**config.mk**
```make
export PLATFORM = sky130hd
export DESIGN_NAME = mem_param_bank
export DESIGN_NICKNAME = d
export VERILOG_FILES = /design/src/rtl/mem_package.sv /design/src/rtl/mem_rd_pipe.sv /design/src/rtl/mem_param_bank.sv
export SDC_FILE = /design/constraint.sdc
export NUM_CORES = 1
export LEC_CHECK = 0
export CAP_MARGIN = 30
export CORE_MARGIN = 2
export CORE_UTILIZATION = 35
export CTS_BUF_LIST = sky130_fd_sc_hd__clkbuf_2 sky130_fd_sc_hd__clkbuf_4 sky130_fd_sc_hd__clkbuf_8
export DETAILED_ROUTE_END_ITERATION = 6
export PLACE_DENSITY_LB_ADDON = 0.08
export REMOVE_ABC_BUFFERS = 1
export SETUP_SLACK_MARGIN = 0.3
export SYNTH_ARGS = -nofsm -noshare
export SYNTH_HDL_FRONTEND = slang
export SYNTH_SLANG_ARGS = --single-unit
export TNS_END_PERCENT = 20
```
**constraint.sdc**
```tcl
create_clock -name CLK -period 6.6 [get_ports CLK]
set_clock_uncertainty 0.15 [all_clocks]
set_input_delay 0.66 -clock CLK [delete_from_list [all_inputs] [get_ports CLK]]
set_output_delay 0.66 -clock CLK [all_outputs]
set_load 0.01 [all_outputs]
```
**src/rtl/mem_package.sv**
```systemverilog
// Shared types and helpers for the parametrised memory bank.
// FSM state encoding, op codes and byte parity.
package mem_package;

   typedef enum logic {ST_IDLE, ST_CLEAR} mem_state_e;

   localparam logic OP_READ  = 1'b0;
   localparam logic OP_WRITE = 1'b1;

   function automatic logic parity8(input logic [7:0] b);
      return ^b;
   endfunction

endpackage

```
**src/rtl/mem_rd_pipe.sv**
```systemverilog
// Read response shift register, LAT stages deep.
// Data only advances with valid so the last stage holds its value.
module mem_rd_pipe #(
   parameter int DW  = 32,
   parameter int LAT = 1
) (
   input  logic          clk,
   input  logic          flush_n,
   input  logic          vld_i,
   input  logic          err_i,
   input  logic          par_i,
   input  logic [DW-1:0] data_i,
   output logic          vld_o,
   output logic          err_o,
   output logic          par_o,
   output logic [DW-1:0] data_o
);

   logic [LAT-1:0]         vld_q;
   logic [LAT-1:0]         err_q;
   logic [LAT-1:0]         par_q;
   logic [LAT-1:0][DW-1:0] data_q;

   // Shift the response bundle one stage per cycle; flush clears all.
   always_ff @(posedge clk) begin
      if (!flush_n) begin
         vld_q  <= '0;
         err_q  <= '0;
         par_q  <= '0;
         data_q <= '0;
      end else begin
         vld_q[0] <= vld_i;
         err_q[0] <= err_i;
         par_q[0] <= par_i;
         if (vld_i)
            data_q[0] <= data_i;
         for (int s = 1; s < LAT; s++) begin
            vld_q[s] <= vld_q[s-1];
            err_q[s] <= err_q[s-1];
            par_q[s] <= par_q[s-1];
            if (vld_q[s-1])
               data_q[s] <= data_q[s-1];
         end
      end
   end

   assign vld_o  = vld_q[LAT-1];
   assign err_o  = err_q[LAT-1];
   assign par_o  = par_q[LAT-1];
   assign data_o = data_q[LAT-1];

endmodule

```
**src/rtl/mem_param_bank.sv**
```systemverilog
// Single-port memory bank with byte enables, range check and clear FSM.
// Optional byte parity storage enabled by MEM_PARITY_EN.
module mem_param_bank
   import mem_package::*;
#(
   parameter int                DATA_W   = 32,
   parameter int                ADDR_W   = 4,
   parameter int                DEPTH    = 16,
   parameter int                RD_LAT   = 1,
   parameter logic [DATA_W-1:0] INIT_VAL = '0
) (
   input  logic                CLK,
   input  logic                RST,
   input  logic                EN,
   input  logic                W_R,
   input  logic [ADDR_W-1:0]   Address,
   input  logic [DATA_W-1:0]   Data_in,
   input  logic [DATA_W/8-1:0] Byte_en,
   input  logic                Clr_req,
   output logic [DATA_W-1:0]   Data_out,
   output logic                valid_out,
   output logic                addr_err,
   output logic                busy,
   output logic                par_err
);

   localparam int NB = DATA_W / 8;
   localparam int IW = (DEPTH > 1) ? $clog2(DEPTH) : 1;
   localparam logic [IW-1:0]   LAST  = IW'(DEPTH - 1);
   localparam logic [ADDR_W:0] DEP_L = (ADDR_W + 1)'(DEPTH);

   if (RD_LAT != 1 && RD_LAT != 2) begin : g_lat_chk
      $error("mem_param_bank: RD_LAT must be 1 or 2");
   end

   mem_state_e        state_q;
   logic [IW-1:0]     ptr_q;
   logic              wr_err_q;
   logic [DATA_W-1:0] mem_q [DEPTH];

   logic              acc;
   logic              rd_acc;
   logic              wr_acc;
   logic              in_rng;
   logic              clr_we;
   logic [IW-1:0]     idx;
   logic [DATA_W-1:0] rd_word;
   logic              rd_par;
   logic              p_err;

   assign busy    = (state_q == ST_CLEAR);
   assign acc     = EN & ~busy & RST & ~Clr_req;
   assign rd_acc  = acc & (W_R == OP_READ);
   assign wr_acc  = acc & (W_R == OP_WRITE);
   assign in_rng  = {1'b0, Address} < DEP_L;
   assign clr_we  = busy & RST;
   assign idx     = Address[IW-1:0];
   assign rd_word = in_rng ? mem_q[idx] : '0;

   // Array update: clear sweep or byte-masked write, never both.
   always_ff @(posedge CLK) begin
      if (clr_we) begin
         mem_q[ptr_q] <= INIT_VAL;
      end else if (wr_acc && in_rng) begin
         for (int b = 0; b < NB; b++)
            if (Byte_en[b])
               mem_q[idx][8*b +: 8] <= Data_in[8*b +: 8];
      end
   end

`ifdef MEM_PARITY_EN
   logic [NB-1:0] pmem_q [DEPTH];

   // Parity bits follow the same write/clear path as the data.
   always_ff @(posedge CLK) begin
      if (clr_we) begin
         for (int b = 0; b < NB; b++)
            pmem_q[ptr_q][b] <= parity8(INIT_VAL[8*b +: 8]);
      end else if (wr_acc && in_rng) begin
         for (int b = 0; b < NB; b++)
            if (Byte_en[b])
               pmem_q[idx][b] <= parity8(Data_in[8*b +: 8]);
      end
   end

   // Flag any byte whose recomputed parity disagrees with storage.
   always_comb begin
      rd_par = 1'b0;
      if (rd_acc && in_rng)
         for (int b = 0; b < NB; b++)
            if (parity8(rd_word[8*b +: 8]) != pmem_q[idx][b])
               rd_par = 1'b1;
   end
`else
   assign rd_par = 1'b0;
`endif

   // Clear FSM: sweep pointer over every word, then back to idle.
   always_ff @(posedge CLK) begin
      if (!RST) begin
         state_q <= ST_IDLE;
         ptr_q   <= '0;
      end else begin
         unique case (state_q)
            ST_IDLE: begin
               if (Clr_req) begin
                  state_q <= ST_CLEAR;
                  ptr_q   <= '0;
               end
            end
            ST_CLEAR: begin
               if (ptr_q == LAST) begin
                  state_q <= ST_IDLE;
                  ptr_q   <= '0;
               end else begin
                  ptr_q <= ptr_q + 1'b1;
               end
            end
         endcase
      end
   end

   // Out-of-range write error is a one-cycle pulse after acceptance.
   always_ff @(posedge CLK) begin
      if (!RST)
         wr_err_q <= 1'b0;
      else
         wr_err_q <= wr_acc & ~in_rng;
   end

   mem_rd_pipe #(
      .DW  (DATA_W),
      .LAT (RD_LAT)
   ) u_rd_pipe (
      .clk     (CLK),
      .flush_n (RST),
      .vld_i   (rd_acc),
      .err_i   (rd_acc & ~in_rng),
      .par_i   (rd_par),
      .data_i  (rd_word),
      .vld_o   (valid_out),
      .err_o   (p_err),
      .par_o   (par_err),
      .data_o  (Data_out)
   );

   assign addr_err = p_err | wr_err_q;

endmodule
```
# Word level (Yosys, flattened, before mapping)
# Memory sizes are Yosys's and may differ from the RTL's. A register that Yosys moved wholly into a read port is not among the register bits.
# Cells that the tools add are included.
# word_totals
regBits	6
mem_bits_rw	512
inputBits	45
out_inout_bits	36
word_cells	45
n_memories	1
# memory_table
memory	words	word_bits	read_ports	rd_clocked_by_memory_dff	wr	line_no	text
mem_q	16	32	1	1	1	mem_param_bank.sv:39	logic [DATA_W-1:0] mem_q [DEPTH];
# classes
addsub	1
eq_ne	2
n_mux	27
bitwise	9
n_reduce_logical	2
# ops
operator	count
$mux 32	1
$reduce_or 32->1	1
$mux 1	20
$mux 4	4
$pmux 4 s2	1
$and 1x1->1	6
$add 4x1->4 const B	1
$eq 4x4->1 const B	1
$not 1->1	3
$ne 2x2->1 const B	1
$pmux 1 s2	1
$logic_not 1->1	1

# Depth between registers and ports, before layout
# Gate-level depths: netlist of run 1.
# depth
depth_word	10
mapped_depth	6
ltp_nobuf	5

# By module
# A second synthesis of run 1 with hierarchy kept.
# unflattened
hier_cells	1083
hier_area_um2	21563.2
# by_module_without_submodules
module	n_inst	cells_per_inst	area_each_um2	seq_area_each_um2
mem_param_bank	1	974	20240.7	15474.8
mem_rd_pipe	1	109	1322.5	700.7

# Worst setup path after synthesis of run 1
# OpenSTA, ideal clock, no wires.
# synth_path
path_kind	input -> register
startpoint	in Byte_en[0]
endpoint	mem mem_q[11][24] (enable)
setup_ns	0.371
arrival_ns	2.177
required_ns	6.079
slack_ns	3.903
path_stages	5
n_path_buf	1
path_cell_list	or4_1 buf_2 a31oi_4 o21ai_2 nor2_1
# synth_via
elab_chain_cells	6
word_cells_on_any_way	7
classes_between	mux (6); reduce/logical (1)
# synth_lines
item	line_no	text
from (decl)	mem_param_bank.sv:18	input logic [DATA_W/8-1:0] Byte_en,
$mux 1 *	mem_param_bank.sv:66	if (Byte_en[b])
$mux 1 *	mem_param_bank.sv:64	end else if (wr_acc && in_rng) begin
$mux 1 *	mem_param_bank.sv:62	if (clr_we) begin
$mux 1 (not written as such) *	mem_param_bank.sv:67	mem_q[idx][8*b +: 8] <= Data_in[8*b +: 8];
$reduce_or 32->1 (no line) *	--	
$mux 4 (no line)	--	
to (decl)	mem_param_bank.sv:39	
# Every way passes the cells marked *; elsewhere a longest branch is shown, timed or not.

# Worst setup path after layout of run 1
# layout_path
startpoint	in RST
endpoint	mem mem_q[14][15] (enable)
# layout_via
elab_chain_cells	8
word_cells_on_any_way	21
classes_between	mux (16); bitwise (4); reduce/logical (1)
# layout_lines
item	line_no	text
from (decl)	mem_param_bank.sv:13	input logic RST,
$and 1x1->1 (2 in a row)	mem_param_bank.sv:52	assign acc = EN & ~busy & RST & ~Clr_req;
$and 1x1->1	mem_param_bank.sv:54	assign wr_acc = acc & (W_R == OP_WRITE);
$mux 1	mem_param_bank.sv:64	
$mux 1	mem_param_bank.sv:62	
$mux 1 (not written as such)	mem_param_bank.sv:67	
$reduce_or 32->1 (no line)	--	
$mux 4 (no line)	--	
# Several ways; a longest one is shown, not always the timed one.

==> results of run 1 <==
==> logic make-up (layout without fill, tap and decap cells) <==
kind of cell    count (synthesis)  count (layout)  synth area share
fa+ha+maj                       1               1         0.0005863
other cells                     1               3         0.0001757
simple gates                  164             164           0.03841
flops                         550             550            0.7562
buf+inv                        64             264           0.01313
compound gates                 65              65           0.02527
mux                           194             194            0.1662
==> flip-flops by register name, summed over array words and instances (netlist names) <==
register,count
mem_q,512
u_rd_pipe.data_o,32
ptr_q,4
busy,1
u_rd_pipe.vld_o,1
==> cell usage in the layout, fill, tap and decap left out, types with 3 or more instances in the layout <==
cell             instances
clkbuf_8               100
nor2_1                  67
clkinvlp_4               3
buf_4                    8
mux4_2                 128
nand2_1                 35
a31oi_2                  4
a31oi_1                  5
and2_1                  33
edfxtp_1               512
mux2i_1                 64
clkbuf_4                34
o21ai_0                  4
dfxtp_1                 38
nor2b_1                  4
buf_12                   3
a21boi_0                 3
inv_1                    3
a32o_1                   4
clkinv_2                 7
o221ai_1                32
nor3_1                   3
clkinv_1                24
o21ai_2                  4
clkdlybuf4s50_1         75
nand3b_1                 4
nand3b_2                 3
==> worst reg2reg max path: stages, from the launching register on <==
cell and delay [ns]:
dfxtp_1 0.48, nand4bb_1 0.41, nor3_4 0.25, buf_4 0.38, a41oi_2 0.57, nor2_1 0.77
==> per-layer routing <==
metal,track usage,up-vias,wire length (um)
li1,-,4556,-
met1,0.2486,5579,25270
met2,0.2671,254,25130
met3,0.03386,78,2356
met4,0.05340,0,1000
met5,0,-,0
==> where the power goes <==
part	total [mW]	internal [mW]	switching, mW	leakage [nW]
registers	3.80	3.79	0.0109	5.59
logic	0.297	0.131	0.165	1.98
clock network	2.93	1.59	1.35	0.950
==> final cells by class <==
type,count,area share
Clock buffer,134,0.06561
Antenna cell,1,0.0001006
Inverter,3,0.0004528
Timing Repair Buffer,91,0.03824
Sequential cell,550,0.6489
Tap cell,782,0.03935
Clock inverter,36,0.006641
Multi-Input combinational cell,426,0.2008
==> stage by stage <==
step                hold WS [ns]  total power, mW  setup WS [ns]
floorplan                 0.3527            4.007          3.218
global placement          0.2996            4.181          2.413
detailed placement        0.2986            4.180          2.287
CTS                       0.3150            7.127          3.028
global route              0.3461            7.284          2.839
finish                    0.3090            7.031          3.039
==> worst paths after layout <==
check                                         start                                 to  slack, ns  cells after the start
setup reg to reg                    busy$_SDFF_PN0_            mem_q[14][15]$_DFFE_PP_       3.22                      5
hold reg to reg   u_rd_pipe.data_o[27]$_SDFFE_PN0P_  u_rd_pipe.data_o[27]$_SDFFE_PN0P_       0.31                      2
hold / removal    u_rd_pipe.data_o[27]$_SDFFE_PN0P_  u_rd_pipe.data_o[27]$_SDFFE_PN0P_       0.31                      2
setup / recovery                                RST            mem_q[14][15]$_DFFE_PP_       3.04                      6
==> impl_metrics.tcl, run 1 <==
set metrics [dict create \
    clockBufferDepth 3 \
    drt-total-wl_um 53760 \
    viasPerCell 5.174 \
    final_cell_area_um2 24870 \
    yosysMostFrequentCell "edfxtp_1" \
    wl_per_cell_um 26.57 \
    synth-edff-count 512 \
    finalNonFillerCells 2023 \
    period_share 0.5396 \
    crit_arrival_ns 3.70 \
    netlist_instances 1039 \
    tightest_slew_ns 0.9690 \
    syn_area_per_cell_um2 20.54 \
    initial_core_util 0.3535 \
    relSlewSlack 0.3520 \
    register_area_um2 16140 \
    fillers 5384 \
    clkTransAtPathRegs_ns 0.06 \
    min_period_ns 3.561 \
    cts_buffers 92 \
    finalNetCount 1210 \
    maxCapViolations 0 \
    syn-cell-area_um2 21340 \
    hold_viol 0 \
    synth-warning-count 0 \
    h-tree-depth 3 \
    fp.coreArea_um2 60360 \
    synth_ff_type "edfxtp_1" \
    clock_latency_ns 0.67 \
    via_count 10467 \
    crit_type "in2reg" \
    io_buffers 78 \
    slowest_delay_ns 0.76 \
    yosysTopAreaCell "edfxtp_1" \
    cts_tree "built" \
    grt_antenna_before_repair 2 \
    path_cells "clkdlybuf4s50_1, nand4bb_1, nor3_4, buf_4, a41oi_2, nor2_1" \
    synth_top_area_share 0.7205 \
    synth-seq-cells 550 \
    post_cts_buffers 0 \
    grt_usage 0.1729 \
    fp-row-count 90 \
    drt_iter0_drc 711 \
    drt-pass1-iter-count 5 \
    dpl_cell_area_um2 23070 \
    synthTopCellsByArea "edfxtp_1 72%, mux4_2 14%, dfxtp_1 3.6%" \
    clock_sinks 550 \
    dp_cells 1852 \
    cp_max_fo 22 \
    critPathCaptureType "flip-flop" \
    crit_required_ns 6.74 \
    fin_util 0.4120 \
    multi_input_area_um2 4992 \
    grt_start_max_net_pins 97 \
    critPathTopFamily "simple AND/OR/NAND/NOR gates" \
    drive_gt1_frac 0.2548 \
    grt-ovfl-total 0 \
    maxSlewViolCount 0 \
    die_w_um 250.9 \
    yosys-top-cells-count "512 x edfxtp_1, 128 x mux4_2, 67 x nor2_1, 65 x mux2i_1, 38 x dfxtp_1" \
    place_congestion 0.7165 \
    rsz0062_at_grt "false" \
    hpwl_um 33210 \
    die_y_um 250.9 \
    areaGrowthSynthToFinish_pct 16.54 \
    p_leak_nw 8.512 \
    setup_viol 0 \
    cts.hold.buffers_added 0 \
    grt_pass1_wl_um 78600 \
    cp_slowest_cell "nor2_1" \
    tns_ns 0 \
    pin_count 81 \
    path_buf_inv 2 \
    async_flop_share 0 \
    vdd_drop_max_v 0.0001267 \
    ctsResizeCount 0 \
    grt_pass1_vias 11088 \
    synthDistinctLibCells 42 \
    cts_root_buffer "clkbuf_8" \
    drc 0 \
    min_path_type "reg2reg" \
    ys_seq_area_frac 0.7562 \
    power_density_nw_per_um2 282.8 \
    drtAntennaViolNets 0 \
    outcome "completed" \
    timing.fmax_mhz 280.8 \
    worstSetupStartpointType "primary input" \
    die-area_um2 62960 \
]
(Power assumes the default switching activity.)
==> run 2: changes to the inputs <==
Clock period 6.6 ns to 3.4 ns, I/O delays scaled along.
==> run 2 against run 1 <==
  * Design area grew 3.5%
  * Hold slack lost 0.092 ns
  * Count of clock-buffer cells in the layout shrank 9
  * Power grew 97%
  * Largest cell class unchanged
  * Critical path type is now reg2reg
  * First-iteration DRC count grew 11%
==> impl_metrics.tcl, run 2 (synthesized netlist as in run 1, its figures left out) <==
set metrics [dict create \
    via_count 10744 \
    viasPerCell 5.042 \
    cts_root_buffer "clkbuf_8" \
    tns_ns 0 \
    timing.fmax_mhz 373.0 \
    cts_buffers 91 \
    dpl_cell_area_um2 23880 \
    post_cts_buffers 0 \
    pin_count 81 \
    drtAntennaViolNets 0 \
    drt-pass1-iter-count 5 \
    cpMostUsedCell "buf_4" \
    grt_pass1_wl_um 77620 \
    cts_tree "built" \
    maxCapViolations 0 \
    finalNetCount 1321 \
    vdd_drop_max_v 0.0002540 \
    setup_viol 0 \
    power_density_nw_per_um2 539.1 \
    power_switching_mw 2.935 \
    clkPwrFrac 0.425 \
    finalPower_mw 13.88 \
    cp_max_fo 8 \
    grt-ovfl-total 0 \
    use_met1 0.2422 \
    p_int_mw 10.95 \
    drc 0 \
    switching_share 0.2114 \
    relSlewSlack 0.4462 \
    use_met2 0.2667 \
    cts.hold.buffers_added 0 \
    final_common_cell "edfxtp_1" \
    rsz0062_at_grt "false" \
    hpwl_um 32140 \
    grt_antenna_before_repair 2 \
    maxSlewViolCount 0 \
    clock_latency_ns 0.65 \
    pwr-share-comb 0.044 \
    fin_util 0.4266 \
    place_congestion 0.7269 \
    drive_gt1_frac 0.3113 \
    p_leak_nw 9.135 \
    tightest_slew_ns 0.8276 \
    slowest_delay_ns 0.55 \
    clockBufferDepth 3 \
    ctsResizeCount 0 \
    critPathCaptureType "flip-flop" \
    worstSetupStartpointType "flip-flop" \
    grt_start_max_net_pins 65 \
    final_cell_area_um2 25750 \
    regMostFlops "mem_q" \
    clock_sinks 550 \
    grt_usage 0.1696 \
    cp_slowest_cell "nor2_1" \
    min_period_ns 2.681 \
    areaGrowthSynthToFinish_pct 20.66 \
    busiest_layer "met2" \
    fin_worst_hold_slack_ns 0.2173 \
    die_w_um 250.9 \
    fp-row-count 90 \
    seqPwrFrac 0.532 \
    diodes 0 \
    crit_required_ns 3.53 \
    initial_core_util 0.3535 \
    die-area_um2 62960 \
    layout_common_cells "512 x edfxtp_1, 128 x mux4_2, 119 x buf_4" \
    io_buffers 78 \
    largest_reg_flops 512 \
    path_cells "nand4bb_1, nor3_4, buf_4, mux2i_2, buf_12, buf_4, nor2_1" \
    min_path_type "in2reg" \
    grt_pass1_vias 11437 \
    wl_per_cell_um 24.70 \
    outcome "completed" \
    grt.met3_usage 0.02785 \
    h-tree-depth 3 \
    drt-total-wl_um 52630 \
    drt_iter0_drc 788 \
    die_y_um 250.9 \
    crit_type "reg2reg" \
    crit_arrival_ns 2.81 \
    hold_viol 0 \
    clkTransAtPathRegs_ns 0.06 \
    period_share 0.7884 \
    fp.coreArea_um2 60360 \
]
## run 2: changes by cell type in the layout (fill, tap and decap cells not counted), moves of 4 or more
cell       before  now
a31oi_2         4    0
bufinv_16       0    4
a31oi_1         5    9
buf_4           8  119
buf_12          3    7
clkinv_2        7   15
clkbuf_4       34   23
## run 2: worst paths after layout
path	startpoint	to	slack, ns	depth (start not counted)
setup reg to reg	busy$_SDFF_PN0_	mem_q[4][13]$_DFFE_PP_	0.72	7
hold / removal	RST	ptr_q[2]$_SDFFE_PN0P_	0.22	2
setup / recovery	busy$_SDFF_PN0_	mem_q[4][13]$_DFFE_PP_	0.72	7
hold reg to reg	u_rd_pipe.data_o[27]$_SDFFE_PN0P_	u_rd_pipe.data_o[27]$_SDFFE_PN0P_	0.32	2
## run 2: metrics by stage
step	std cells	setup WS [ns]
final	2131	0.7193
after global routing	2131	0.5528
after CTS	2131	0.6699
after detailed placement	1964	0.1602
after global placement	1964	0.2311
after floorplan	979	0.1962
## run 2: area by class of cell
cell class	instances	area [um2]
clock buffers	125	1577
fillers	5366	34610
repair buffers	203	1810
multi-input cells	426	4949
well taps	782	978.4
inverters	3	11.26
clock inverters	42	285.3
flip-flops and latches	550	16140
## run 2: worst max-delay path: cells and delay by family (launching register included)
kind                   cells  cell delay [ns]
muxes                      1             0.09
buffers and inverters      3             0.52
DFF                        1             0.39
and+or+nand+nor            3             1.15
## run 2: metal layers
metal	up-vias	part of all wire
li1	4775	-
met2	254	0.47
met4	2	0.019
met3	73	0.040
met5	-	0.00025
met1	5640	0.47
## run 2: power groups by stage
stage / Combinational (mW) / Clock [mW] / Sequential [mW]
finish: 0.604 / 5.90 / 7.38
global route: 0.649 / 6.36 / 7.38
CTS: 0.620 / 6.07 / 7.38
detailed placement: 0.618 / 0 / 7.52
global placement: 0.616 / 0 / 7.52
floorplan: 0.260 / 0 / 7.52
==> run 3: changes to the inputs <==
Clock period 3.4 ns to 2.4 ns, I/O delays scaled along.
==> run 3 against run 2 <==
  * Die area stayed put
  * Fmax rose by 18%
  * Largest cell class unchanged
  * Worst setup slack worse by 0.59 ns
  * Via count rose by 2.7%
  * Register-to-register slack got worse by 0.59 ns
  * Count of clock-buffer cells in the layout grew 10
==> impl_metrics.tcl, run 3 (synthesized netlist as in run 1, its figures left out) <==
set metrics [dict create \
    outcome "completed" \
    dpl_cell_area_um2 24630 \
    drt-pass1-iter-count 5 \
    clkTransAtPathRegs_ns 0.06 \
    path_cells "nand4bb_4, nor3_4, buf_6, buf_8, mux2i_4, buf_8, buf_6, nor2_4, buf_6" \
    multi_input_area_um2 5508 \
    worstSetupStartpointType "flip-flop" \
    power_switching_mw 4.155 \
    p_leak_nw 9.860 \
    clock_latency_ns 0.67 \
    use_met1 0.2483 \
    cp_slowest_cell "dfxtp_2" \
    grt.met3_usage 0.02992 \
    layout_common_cells "512 x edfxtp_1, 128 x mux4_2, 97 x buf_4" \
    min_path_type "in2reg" \
    hold_viol 0 \
    path_buf_inv 5 \
    die_y_um 250.9 \
    wl_per_cell_um 24.46 \
    fin_worst_hold_slack_ns 0.1982 \
    seqPwrFrac 0.531 \
    register_area_um2 16140 \
    clock_sinks 550 \
    period_share 0.9470 \
    drt-total-wl_um 54090 \
    fp.coreArea_um2 60360 \
    worst-path-stages 9 \
    final_cell_area_um2 27770 \
    cpMostUsedCell "buf_6" \
    ff2ff_setup_slack_ns 0.13 \
    relSlewSlack 0.6165 \
    fp-row-count 90 \
    use_met2 0.2775 \
    clkPwrFrac 0.416 \
    grt_pass1_wl_um 79620 \
    regMostFlops "mem_q" \
    pwr-share-comb 0.053 \
    fillers 5161 \
    die_w_um 250.9 \
    cp-startpoint "busy$_SDFF_PN0_" \
    grt_antenna_before_repair 3 \
    die-area_um2 62960 \
    clockBufferDepth 3 \
    finalNetCount 1406 \
    p_int_mw 15.51 \
    drc 0 \
    min_period_ns 2.273 \
    cts_buffers 89 \
    setup_viol 0 \
    rr_worst_depth 9 \
    cts_tree "built" \
    reg2reg_to "mem_q[0][11]$_DFFE_PP_" \
    final_common_cell "edfxtp_1" \
    switching_share 0.2113 \
    place_congestion 0.7839 \
    slowest_delay_ns 0.33 \
    grt-ovfl-total 0 \
    maxSlewViolCount 0 \
    hpwl_um 33820 \
    busiest_layer "met2" \
    io_buffers 78 \
    h-tree-depth 3 \
    power_density_nw_per_um2 708.1 \
    r2r-start "busy$_SDFF_PN0_" \
    crit_arrival_ns 2.54 \
    critPathTopFamily "buffers and inverters" \
    grt_pass1_vias 11643 \
    cp_max_fo 8 \
    grt_start_max_net_pins 63 \
    timing.fmax_mhz 440.0 \
    critPathCaptureType "flip-flop" \
    initial_core_util 0.3535 \
    drive_gt1_frac 0.4048 \
    areaGrowthSynthToFinish_pct 30.16 \
    largest_reg_flops 512 \
    crit_required_ns 2.67 \
    rsz0062_at_grt "true" \
    setup.worst_path.end "mem_q[0][11]$_DFFE_PP_" \
    vdd_drop_max_v 0.0003416 \
    viasPerCell 4.990 \
    pin_count 81 \
    cts_root_buffer "clkbuf_8" \
    crit_type "reg2reg" \
    via_count 11033 \
    tightest_slew_ns 0.5753 \
    maxCapViolations 0 \
    drtAntennaViolNets 0 \
    grt_usage 0.1752 \
    drt_iter0_drc 754 \
]
==> run 3: cell types whose count changed in the layout (fill, tap and decap cells not counted), moves of 7 or more <==
cell	delta
a31oi_1	-7
buf_12	+47
buf_4	-22
buf_6	+48
buf_8	+13
clkbuf_4	+18
clkbuf_8	-8
clkinv_1	-15
nor2_1	-47
nor2_2	+9
nor2_4	+38
==> run 3: power by group through the flow <==
stage	Combinational, mW	Clock [mW]	Sequential (mW)
after global routing	1.11	8.83	10.4
after detailed placement	0.942	0	10.6
after floorplan	0.368	0	10.7
after global placement	0.944	0	10.6
final	1.04	8.18	10.4
after CTS	1.02	8.43	10.4
==> run 3: final cells by class <==
type                            instances  share of cell area
Clock inverter                         24            0.007118
Tap cell                              782             0.03523
Clock buffer                          135             0.05767
Multi-Input combinational cell        426              0.1983
Antenna cell                            1          0.00009010
Sequential cell                       550              0.5810
Timing Repair Buffer                  290              0.1202
Inverter                                3           0.0004055
==> run 3: worst min path at each step <==
stage | slack [ns] | cells after the start | end | start
finish | 0.20 | 4 | u_rd_pipe.data_o[29]$_SDFFE_PN0P_ | Address[0]
global route | 0.22 | 4 | u_rd_pipe.data_o[26]$_SDFFE_PN0P_ | Address[0]
CTS | 0.15 | 4 | u_rd_pipe.data_o[29]$_SDFFE_PN0P_ | Address[0]
detailed placement | 0.31 | 2 | u_rd_pipe.data_o[8]$_SDFFE_PN0P_ | u_rd_pipe.data_o[8]$_SDFFE_PN0P_
global placement | 0.30 | 2 | u_rd_pipe.data_o[24]$_SDFFE_PN0P_ | u_rd_pipe.data_o[24]$_SDFFE_PN0P_
floorplan | 0.19 | 1 | u_rd_pipe.vld_o$_SDFF_PN0_ | W_R
==> run 3: through the flow <==
step	setup WS, ns	setup TNS (ns)	power (mW)	instances	utilization
2_1_floorplan	-0.8038	-473.75	11.02	979	-
3_3_place_gp	-0.8648	-373.03	11.59	2009	0.4081
3_5_place_dp	-0.9116	-395.00	11.59	2009	0.4081
4_1_cts	0.1766	0	19.89	2204	0.4532
5_1_grt	0.07520	0	20.38	2211	0.4601
6_report	0.1271	0	19.67	2211	0.4601
==> run 3: per-layer routing <==
metal  share of wire  vias up  routed length, um
met3           0.044       55               2368
met1            0.45     5770              24560
met2            0.48      265              26180
met4           0.018        2                959
met5         0.00024        -                 13
li1                -     4941                  -
==> run 3: repair_timing <==
item	4_1_cts	5_1_grt
endpoints found under the setup margin	961	962
hold endpoints to repair	1	0
hold buffers	1	0
pin swaps	28	23
buffers inserted	35	6
gates resized for setup	119	85
==> run 3: worst register-to-register path, cell delays in order (launching register included) <==
cell	delay [ns]
dfxtp_2	0.33
nand4bb_4	0.26
nor3_4	0.26
buf_6	0.16
buf_8	0.13
mux2i_4	0.27
buf_8	0.16
buf_6	0.12
nor2_4	0.03
buf_6	0.15
